File: config.mk
export PLATFORM = sky130hd
export DESIGN_NAME = ifu_fetch
export DESIGN_NICKNAME = d
export VERILOG_FILES = /design/src/rtl/ifu_pkg.sv /design/src/rtl/ifu_timeout_ctr.sv /design/src/rtl/ifu_fetch.sv
export SDC_FILE = /design/constraint.sdc
export NUM_CORES = 1
export LEC_CHECK = 0
export BUFFER_PORTS_ARGS = -buffer_cell sky130_fd_sc_hd__buf_2
export CAP_MARGIN = 25
export CORE_MARGIN = 3
export CORE_UTILIZATION = 48
export CTS_CLUSTER_SIZE = 10
export DETAILED_ROUTE_END_ITERATION = 7
export GPL_TIMING_DRIVEN = 0
export PLACE_DENSITY = 0.8
export RECOVER_POWER = 25
export SKIP_CTS_REPAIR_TIMING = 1
export SYNTH_ARGS = -nofsm -noshare
export SYNTH_HDL_FRONTEND = slang
export SYNTH_HIERARCHICAL = 1
export SYNTH_SLANG_ARGS = --single-unit
File: constraint.sdc
create_clock -name clk -period 2.05 [get_ports clk]
set_input_delay 0.41 -clock clk [delete_from_list [all_inputs] [get_ports clk]]
set_output_delay 0.41 -clock clk [all_outputs]
set_load 0.005 [all_outputs]
File: src/rtl/ifu_pkg.sv
// Shared types and constants for the instruction fetch unit.
// The fetch FSM state, error codes, reset NOP and default reset PC live here
// so the top, the optional timeout counter and any checker agree on encodings.
package ifu_pkg;

  typedef enum logic [2:0] {
    IDLE = 3'd0,
    REQ  = 3'd1,
    WAIT = 3'd2,
    HOLD = 3'd3,
    HALT = 3'd4
  } state_t;

  localparam logic [1:0] ERR_NONE     = 2'b00;
  localparam logic [1:0] ERR_BUS      = 2'b01;
  localparam logic [1:0] ERR_MISALIGN = 2'b10;
  localparam logic [1:0] ERR_TIMEOUT  = 2'b11;

  // addi x0, x0, 0 -- what the core sees before the first real fetch
  localparam logic [31:0] NOP_INST = 32'h0000_0013;

  localparam logic [31:0] DEFAULT_RESET_PC = 32'h8000_0000;

  // Only the two low bits decide word alignment.
  function automatic logic is_word_aligned(input logic [1:0] addr_lo);
    return (addr_lo == 2'b00);
  endfunction

endpackage

File: src/rtl/ifu_timeout_ctr.sv
// Response timeout counter for the fetch unit (used only when IFU_TIMEOUT_EN
// is defined). Counts WAIT cycles that pass without a response; expired_o is
// raised combinationally in the cycle that would complete the LIMIT-th such
// cycle, so the FSM leaves WAIT after exactly LIMIT silent cycles.
module ifu_timeout_ctr
  import ifu_pkg::*;
#(
  parameter int unsigned LIMIT = 256
) (
  input  logic clk_i,
  input  logic rst_ni,
  input  logic clear_i,   // entering WAIT: restart the count
  input  logic tick_i,    // a WAIT cycle with no resp_valid
  output logic expired_o
);

  localparam int unsigned CW = $clog2(LIMIT + 1);

  logic [CW-1:0] cnt_q, cnt_d;

  // Next count: clear wins over tick so a fresh WAIT always starts at zero.
  always_comb begin
    cnt_d = cnt_q;
    if (clear_i) begin
      cnt_d = '0;
    end else if (tick_i) begin
      cnt_d = cnt_q + 1'b1;
    end
  end

  // Counter register.
  always_ff @(posedge clk_i or negedge rst_ni) begin
    if (!rst_ni) begin
      cnt_q <= '0;
    end else begin
      cnt_q <= cnt_d;
    end
  end

  // A response in the limit cycle suppresses tick_i, so it beats the timeout.
  assign expired_o = tick_i && (cnt_q == CW'(LIMIT - 1));

endmodule

File: src/rtl/ifu_fetch.sv
// Instruction fetch stage in front of the single-cycle core.
// Owns the architectural PC, issues one word fetch at a time and presents a
// registered {pc_out, inst_out} pair until the core accepts it, then loads the
// core's npc and fetches again. Any fault parks the unit in HALT until reset.
//
// Handshakes: the request channel transfers when req_valid && req_ready on a
// rising edge; req_valid, once high, stays high with req_addr stable until that
// transfer. The response channel is valid-only: resp_valid is a one-cycle pulse
// and is honoured only in WAIT. The core channel transfers when
// inst_valid && inst_ready; pc_out/inst_out are stable while inst_valid waits.
//
// Optional build macro IFU_TIMEOUT_EN: adds a WAIT-cycle watchdog that halts
// with err_code 11 after TIMEOUT_CYCLES silent cycles. Without it WAIT waits
// forever and code 11 never appears.
module ifu_fetch
  import ifu_pkg::*;
#(
  parameter logic [31:0] RESET_PC       = DEFAULT_RESET_PC,
  parameter int unsigned TIMEOUT_CYCLES = 256
) (
  input  logic        clk,
  input  logic        rst,
  output logic        req_valid,
  input  logic        req_ready,
  output logic [31:0] req_addr,
  input  logic        resp_valid,
  input  logic [31:0] resp_data,
  input  logic        resp_err,
  output logic        inst_valid,
  input  logic        inst_ready,
  output logic [31:0] pc_out,
  output logic [31:0] inst_out,
  input  logic [31:0] npc,
  output logic        fetch_err,
  output logic [1:0]  err_code,
  output logic [2:0]  dbg_state
);

  state_t      state_q;
  logic [31:0] pc_q;
  logic [31:0] pc_out_q;
  logic [31:0] inst_out_q;
  logic        inst_valid_q;
  logic        req_valid_q;
  logic        fetch_err_q;
  logic [1:0]  err_code_q;
  logic        tmo_expired;

`ifdef IFU_TIMEOUT_EN
  // Watchdog restarts on the request transfer and ticks on silent WAIT cycles.
  ifu_timeout_ctr #(
    .LIMIT(TIMEOUT_CYCLES)
  ) u_timeout_ctr (
    .clk_i    (clk),
    .rst_ni   (rst),
    .clear_i  ((state_q == REQ) && req_ready),
    .tick_i   ((state_q == WAIT) && !resp_valid),
    .expired_o(tmo_expired)
  );
`else
  // No watchdog: WAIT never expires. The parameter still shapes the interface
  // so both builds can be instantiated identically.
  assign tmo_expired = 1'b0 & (TIMEOUT_CYCLES == 0);
`endif

  // Fetch FSM with all outputs registered alongside the state.
  always_ff @(posedge clk or negedge rst) begin
    if (!rst) begin
      state_q      <= IDLE;
      pc_q         <= RESET_PC;
      pc_out_q     <= RESET_PC;
      inst_out_q   <= NOP_INST;
      inst_valid_q <= 1'b0;
      req_valid_q  <= 1'b0;
      fetch_err_q  <= 1'b0;
      err_code_q   <= ERR_NONE;
    end else begin
      case (state_q)
        IDLE: begin
          // One quiet cycle after reset, then the first request.
          state_q     <= REQ;
          req_valid_q <= 1'b1;
        end
        REQ: begin
          // Stray responses here are ignored; nothing is outstanding yet.
          if (req_ready) begin
            state_q     <= WAIT;
            req_valid_q <= 1'b0;
          end
        end
        WAIT: begin
          if (resp_valid) begin
            if (resp_err) begin
              // Error wins even when data arrives alongside it.
              state_q     <= HALT;
              fetch_err_q <= 1'b1;
              err_code_q  <= ERR_BUS;
            end else begin
              state_q      <= HOLD;
              inst_out_q   <= resp_data;
              pc_out_q     <= pc_q;
              inst_valid_q <= 1'b1;
            end
          end else if (tmo_expired) begin
            state_q     <= HALT;
            fetch_err_q <= 1'b1;
            err_code_q  <= ERR_TIMEOUT;
          end
        end
        HOLD: begin
          if (inst_ready) begin
            inst_valid_q <= 1'b0;
            if (is_word_aligned(npc[1:0])) begin
              // Only path that moves the PC; no wrap check on purpose.
              pc_q        <= npc;
              state_q     <= REQ;
              req_valid_q <= 1'b1;
            end else begin
              // PC keeps the address of the last good instruction.
              state_q     <= HALT;
              fetch_err_q <= 1'b1;
              err_code_q  <= ERR_MISALIGN;
            end
          end
        end
        HALT: begin
          // Parked until reset.
        end
        default: begin
          state_q      <= HALT;
          inst_valid_q <= 1'b0;
          req_valid_q  <= 1'b0;
          fetch_err_q  <= 1'b1;
        end
      endcase
    end
  end

  assign req_valid  = req_valid_q;
  assign req_addr   = pc_q;
  assign inst_valid = inst_valid_q;
  assign pc_out     = pc_out_q;
  assign inst_out   = inst_out_q;
  assign fetch_err  = fetch_err_q;
  assign err_code   = err_code_q;
  assign dbg_state  = state_q;

endmodule
; ---- Yosys cells after proc, flatten, opt, wreduce, memory -nomap -nowiden
; Cells that the tools add are included.
[op_classes]
div = 0
n_reduce_logical = 12
mul = 0
muxes = 24
magnitude_cmp = 0
n_eq_ne = 11
shifts = 0
add_sub_neg = 0
bitwise_logic = 4
[op_table]
columns = operator, count
row1 = two-way mux 3 bit, 5
row2 = case mux 3 bit (5 select lines), 1
row3 = != test 2 bit (second input constant), 7
row4 = AND reduction 4 bit, 3
row5 = two-way mux 1 bit, 10
row6 = AND reduction 5 bit, 2
row7 = two-way mux 2 bit, 4
row8 = equality test 3 x 2 -> 1 bit (second input constant), 2
row9 = case mux 1 bit (3 select lines), 2
row10 = AND reduction 3 bit, 2
row11 = inverter 1 bit, 4
row12 = case mux 1 bit (4 select lines), 1
row13 = case mux 2 bit (2 select lines), 1
row14 = equality test 3 x 1 -> 1 bit (second input constant), 1
row15 = equality test 3 bit (second input constant), 1
row16 = zero test 3 bit, 1
row17 = OR reduction 3 bit, 1
row18 = zero test 2 bit, 1
row19 = nonzero test 2 bit, 1
row20 = OR reduction 2 bit, 1
[totals]
elab_cells = 59
inputBits = 70
memories = 0
out_inout_bits = 104
mem_bits_ro = 0
ram_bits = 0
ff_bits = 104
latchBits = 0

; ---- Depth between registers and ports, before layout
[depth]
word_depth = 4
mapped_depth = 6
mapped_depth_nobuf = 3

; ---- Least setup slack after synthesis
; Ideal clock, no wire load.
[synth_timing]
path_type = register -> register
startpoint = reg state_q[2] (netlist: dbg_state[2])
endpoint = reg pc_q[10] (netlist: req_addr[10])
t_required_ps = 1925
n_path_buf = 1
setup_time_ps = 125
synth_period_minus_slack_ps = 1587
t_arrival_ps = 1462
stages_incl_launch_ff = 5
slack_ps = 463
path_cell_list = dfrtp_1 > nand2b_4 > nor4_4 > buf_6 > mux2_2
[synth_via]
elab_chain_len = 2
[synth_lines]
columns = element, line
row1 = from (decl), ifu_fetch.sv:39  ; state_t state_q;
row2 = from (signal assigned), ifu_fetch.sv:69  ; state_q <= IDLE;
row3 = from (signal assigned), ifu_fetch.sv:81  ; state_q <= REQ;
row4 = from (signal assigned), ifu_fetch.sv:87  ; state_q <= WAIT;
row5 = equality test 3 x 2 -> 1 bit, ifu_fetch.sv:78  ; case (state_q)
row6 = AND reduction 3 bit (no source line), n/a
row7 = to (signal assigned), ifu_fetch.sv:115  ; pc_q <= npc;
row8 = to (decl), ifu_fetch.sv:40  ; logic [31:0] pc_q;
; Every way passes these cells.
; A chain may end at the register's enable or synchronous reset.

; ---- Worst setup path in the final report
[layout_timing]
startpoint = reg state_q[2] (netlist: dbg_state[2])
endpoint = reg pc_q[8] (netlist: req_addr[8])
; Same word-level chain as after synthesis.

==> impl_metrics.json <==
{
  "avgSynthCellArea_um2": 17.4,
  "synthesis.area_um2": 4340,
  "dpl.hpwl_um": 6760,
  "slew_viol_final": 0,
  "outcome": "completed",
  "netSwitchingFraction_pct": 27.0,
  "fin_setup_tns_ns": 0,
  "grt.total_usage_pct": 17.6,
  "core-area_um2": 8760,
  "required_ns": 2.29,
  "clkTransAtPathRegs_ns": 0.11,
  "antenna_cells": 0,
  "regToRegStartpoint": "dbg_state[2]$_DFFE_PN0P_",
  "drtIter0Drc": 29,
  "core.rowCount": 34,
  "htreeDepth": 3,
  "num_io_pins": 174,
  "min_period_ns": 1.87,
  "routedWlPerCell_um": 16.7,
  "vdd_ir_drop_max_v": 0.000482,
  "reg2reg_depth": 4,
  "power.total_mw": 5.32,
  "fp.dieH_um": 101,
  "whs_path_depth": 2,
  "grt_start_max_net_pins": 59,
  "worstSetupStartpointType": "flop",
  "root_buffer": "clkbuf_8",
  "r2r_end": "req_addr[8]$_DFFE_PN0P_",
  "maxClockFrequency_mhz": 535,
  "synth_top_area_share_pct": 57.0,
  "grt_first_pass_wirelength_um": 14100,
  "pwr-share-clk_pct": 24.6,
  "fin_crit_sh_pct": 91.1,
  "yosysSeqAreaShare_pct": 60.1,
  "finalSetupViolCount": 0,
  "placed_cells": 531,
  "first_global_vias": 2780,
  "synth_cells": 249,
  "yosysTopAreaCell": "dfrtp_1",
  "cts_buffer_depth": 2,
  "p_per_area_nw_per_um2": 953,
  "drc": 0,
  "slew_headroom_pct": 18.1,
  "antenna_found_initial": 0,
  "area_delta_synth_final_pct": 28.4,
  "arrival_ns": 2.10,
  "grt_overflow": 0,
  "seqPwrFrac_pct": 51.3,
  "vias": 2727,
  "numClockSinks": 104,
  "fin_worst_skew_ns": 0.0155,
  "finalHoldViolCount": 0,
  "power_switching_mw": 1.43,
  "hold_start": "resp_data[18]",
  "worst_pin_slew_ns": 1.23,
  "cts_buffers": 9,
  "fp.dieW_um": 101,
  "yosysWarningCount": 6,
  "synth.distinct_cells": 29,
  "cap_violations": 0,
  "rrSetupSlack_ns": 0.18,
  "stdcell_count": 547,
  "path_max_fanout": 10,
  "hold_end": "inst_out[18]$_DFFE_PN0P_",
  "fillers": 652,
  "clk_latency_ns": 0.36,
  "comb_power_share_pct": 24.1,
  "routed_wl_um": 9110,
  "synth_nets": 319,
  "rsz0062_at_grt": "false",
  "min_path_type": "input port to flop",
  "port-buffer-count": 173,
  "leakage_nw": 3.07,
  "fp.dieArea_um2": 10200,
  "nets": 504,
  "crit_type": "flop to flop",
  "layout-drive-gt1-share_pct": 69.5,
  "cp-end-kind": "flop",
  "cts_tree": "built",
  "viasPerCell": 4.99,
  "ys_ff_latch": 104,
  "intPower_mw": 3.88,
  "gp_congestion": 0.825,
  "ys_top_cells_by_area": "dfrtp_1 (57%), mux2_4 (21%), mux2_2 (8.8%), buf_12 (3.2%), dfstp_2 (3.0%)",
  "ant_nets": 0,
  "fin_util_pct": 63.6,
  "start_util_pct": 49.6,
  "drt-pass1-iter-count": 4
}
flip-flops by register name (all words and copies together), names as in the netlist:
signal / count
dbg_state: 3
err_code: 2
fetch_err: 1
inst_out: 32
inst_valid: 1
pc_out: 32
req_addr: 32
req_valid: 1
power groups by stage:
stage	sequential (mW)	clock, mW	combinational (mW)
finish	2.73	1.31	1.28
global route	2.78	1.43	1.40
CTS	2.73	1.35	1.31
detailed placement	2.76	0	1.30
global placement	2.73	0	1.26
floorplan	2.78	0	0.620
cell families after synthesis:
group           synth area share, %
compound gates                 2.05
buf+inv                        4.78
simple gates                   3.31
mux                            29.8
flops                          60.1
synth_stat cells:
| master | instances |
|---|---|
| nor3b_1 | 1 |
| mux2_4 | 60 |
| and2_4 | 1 |
| inv_1 | 4 |
| and4bb_4 | 1 |
| a21o_1 | 1 |
| mux2_2 | 34 |
| nor3_1 | 1 |
| o311a_1 | 1 |
| or2b_1 | 1 |
| a41oi_1 | 1 |
| buf_12 | 7 |
| or3b_1 | 1 |
| mux2_1 | 1 |
| nand2b_4 | 1 |
| nor2_1 | 4 |
| o21ai_0 | 3 |
| nor4_4 | 1 |
| nand2_1 | 4 |
| a211oi_1 | 1 |
| or2_2 | 1 |
| o21bai_1 | 1 |
| buf_6 | 4 |
| dfstp_2 | 5 |
| nor2b_1 | 3 |
| dfrtp_1 | 99 |
| buf_4 | 1 |
| a31oi_1 | 2 |
| a21oi_1 | 4 |
per-stage QoR:
stage               area [µm²]  hold slack (ns)  setup WS [ns]
floorplan                 4340            0.114          0.463
global placement          5350            0.456         -0.454
detailed placement        5380            0.460          0.167
CTS                       5580           0.0623          0.155
global route              5580            0.256         0.0583
finish                    5580            0.271          0.182
placed cells by master (no fill, tap or decap):
cell type	netlist	final
buf_12	7	7
buf_6	4	4
mux2_2	34	34
nor2b_1	3	3
a21oi_1	4	4
clkbuf_1	0	1
nand2b_4	1	1
a21o_1	1	1
inv_1	4	4
o21bai_1	1	1
buf_4	1	1
dfrtp_1	99	99
nor3b_1	1	1
a41oi_1	1	1
and4bb_4	1	1
and2_4	1	1
a31oi_1	2	2
or3b_1	1	1
or2_2	1	1
clkbuf_8	0	10
nor3_1	1	1
inv_6	0	2
buf_16	0	1
a211oi_1	1	1
mux2_1	1	1
dfstp_2	5	5
mux2_4	60	60
nor2_1	4	4
clkbuf_2	0	1
clkinvlp_4	0	2
o311a_1	1	1
or2b_1	1	1
o21ai_0	3	3
nor4_4	1	1
buf_2	0	172
bufinv_16	0	1
nand2_1	4	4
layout make-up:
type / count / area (µm²) / area share, %
sequential: 104 / 2610 / 46.8
multi-input combinational: 129 / 1530 / 27.4
timing repair buffer: 174 / 893 / 16.0
buffer: 12 / 193 / 3.46
clock buffer: 11 / 141 / 2.54
tap: 108 / 135 / 2.42
clock inverter: 5 / 62.6 / 1.12
inverter: 4 / 15.0 / 0.269
critical path, stage by stage, from the launching register on:
cell and delay (ns):
dfrtp_1 0.46, nand2b_4 0.19, nor4_4 0.51, buf_6 0.25, mux2_2 0.35
worst max path at each step:
stage,startpoint,end,slack (ns),depth (start not counted)
2_1_floorplan,dbg_state[2]$_DFFE_PN0P_,req_addr[10]$_DFFE_PN0P_,0.46,4
3_3_place_gp,rst,req_addr[16]$_DFFE_PN0P_,-0.45,1
3_5_place_dp,dbg_state[2]$_DFFE_PN0P_,req_addr[10]$_DFFE_PN0P_,0.17,4
4_1_cts,dbg_state[2]$_DFFE_PN0P_,req_addr[8]$_DFFE_PN0P_,0.15,4
5_1_grt,dbg_state[2]$_DFFE_PN0P_,req_addr[8]$_DFFE_PN0P_,0.06,4
6_report,dbg_state[2]$_DFFE_PN0P_,req_addr[8]$_DFFE_PN0P_,0.18,4
metal layers:
| layer | global-route usage (%) | wire length (µm) | vias to the layer above |
|---|---|---|---|
| met5 | 0 | 0 | - |
| met4 | 6.54 | 125 | 0 |
| met3 | 3.51 | 635 | 10 |
| met2 | 28.2 | 4370 | 109 |
| met1 | 24.0 | 3980 | 1364 |
| li1 | - | - | 1244 |
No activity file was read; power rests on OpenSTA's default activity.
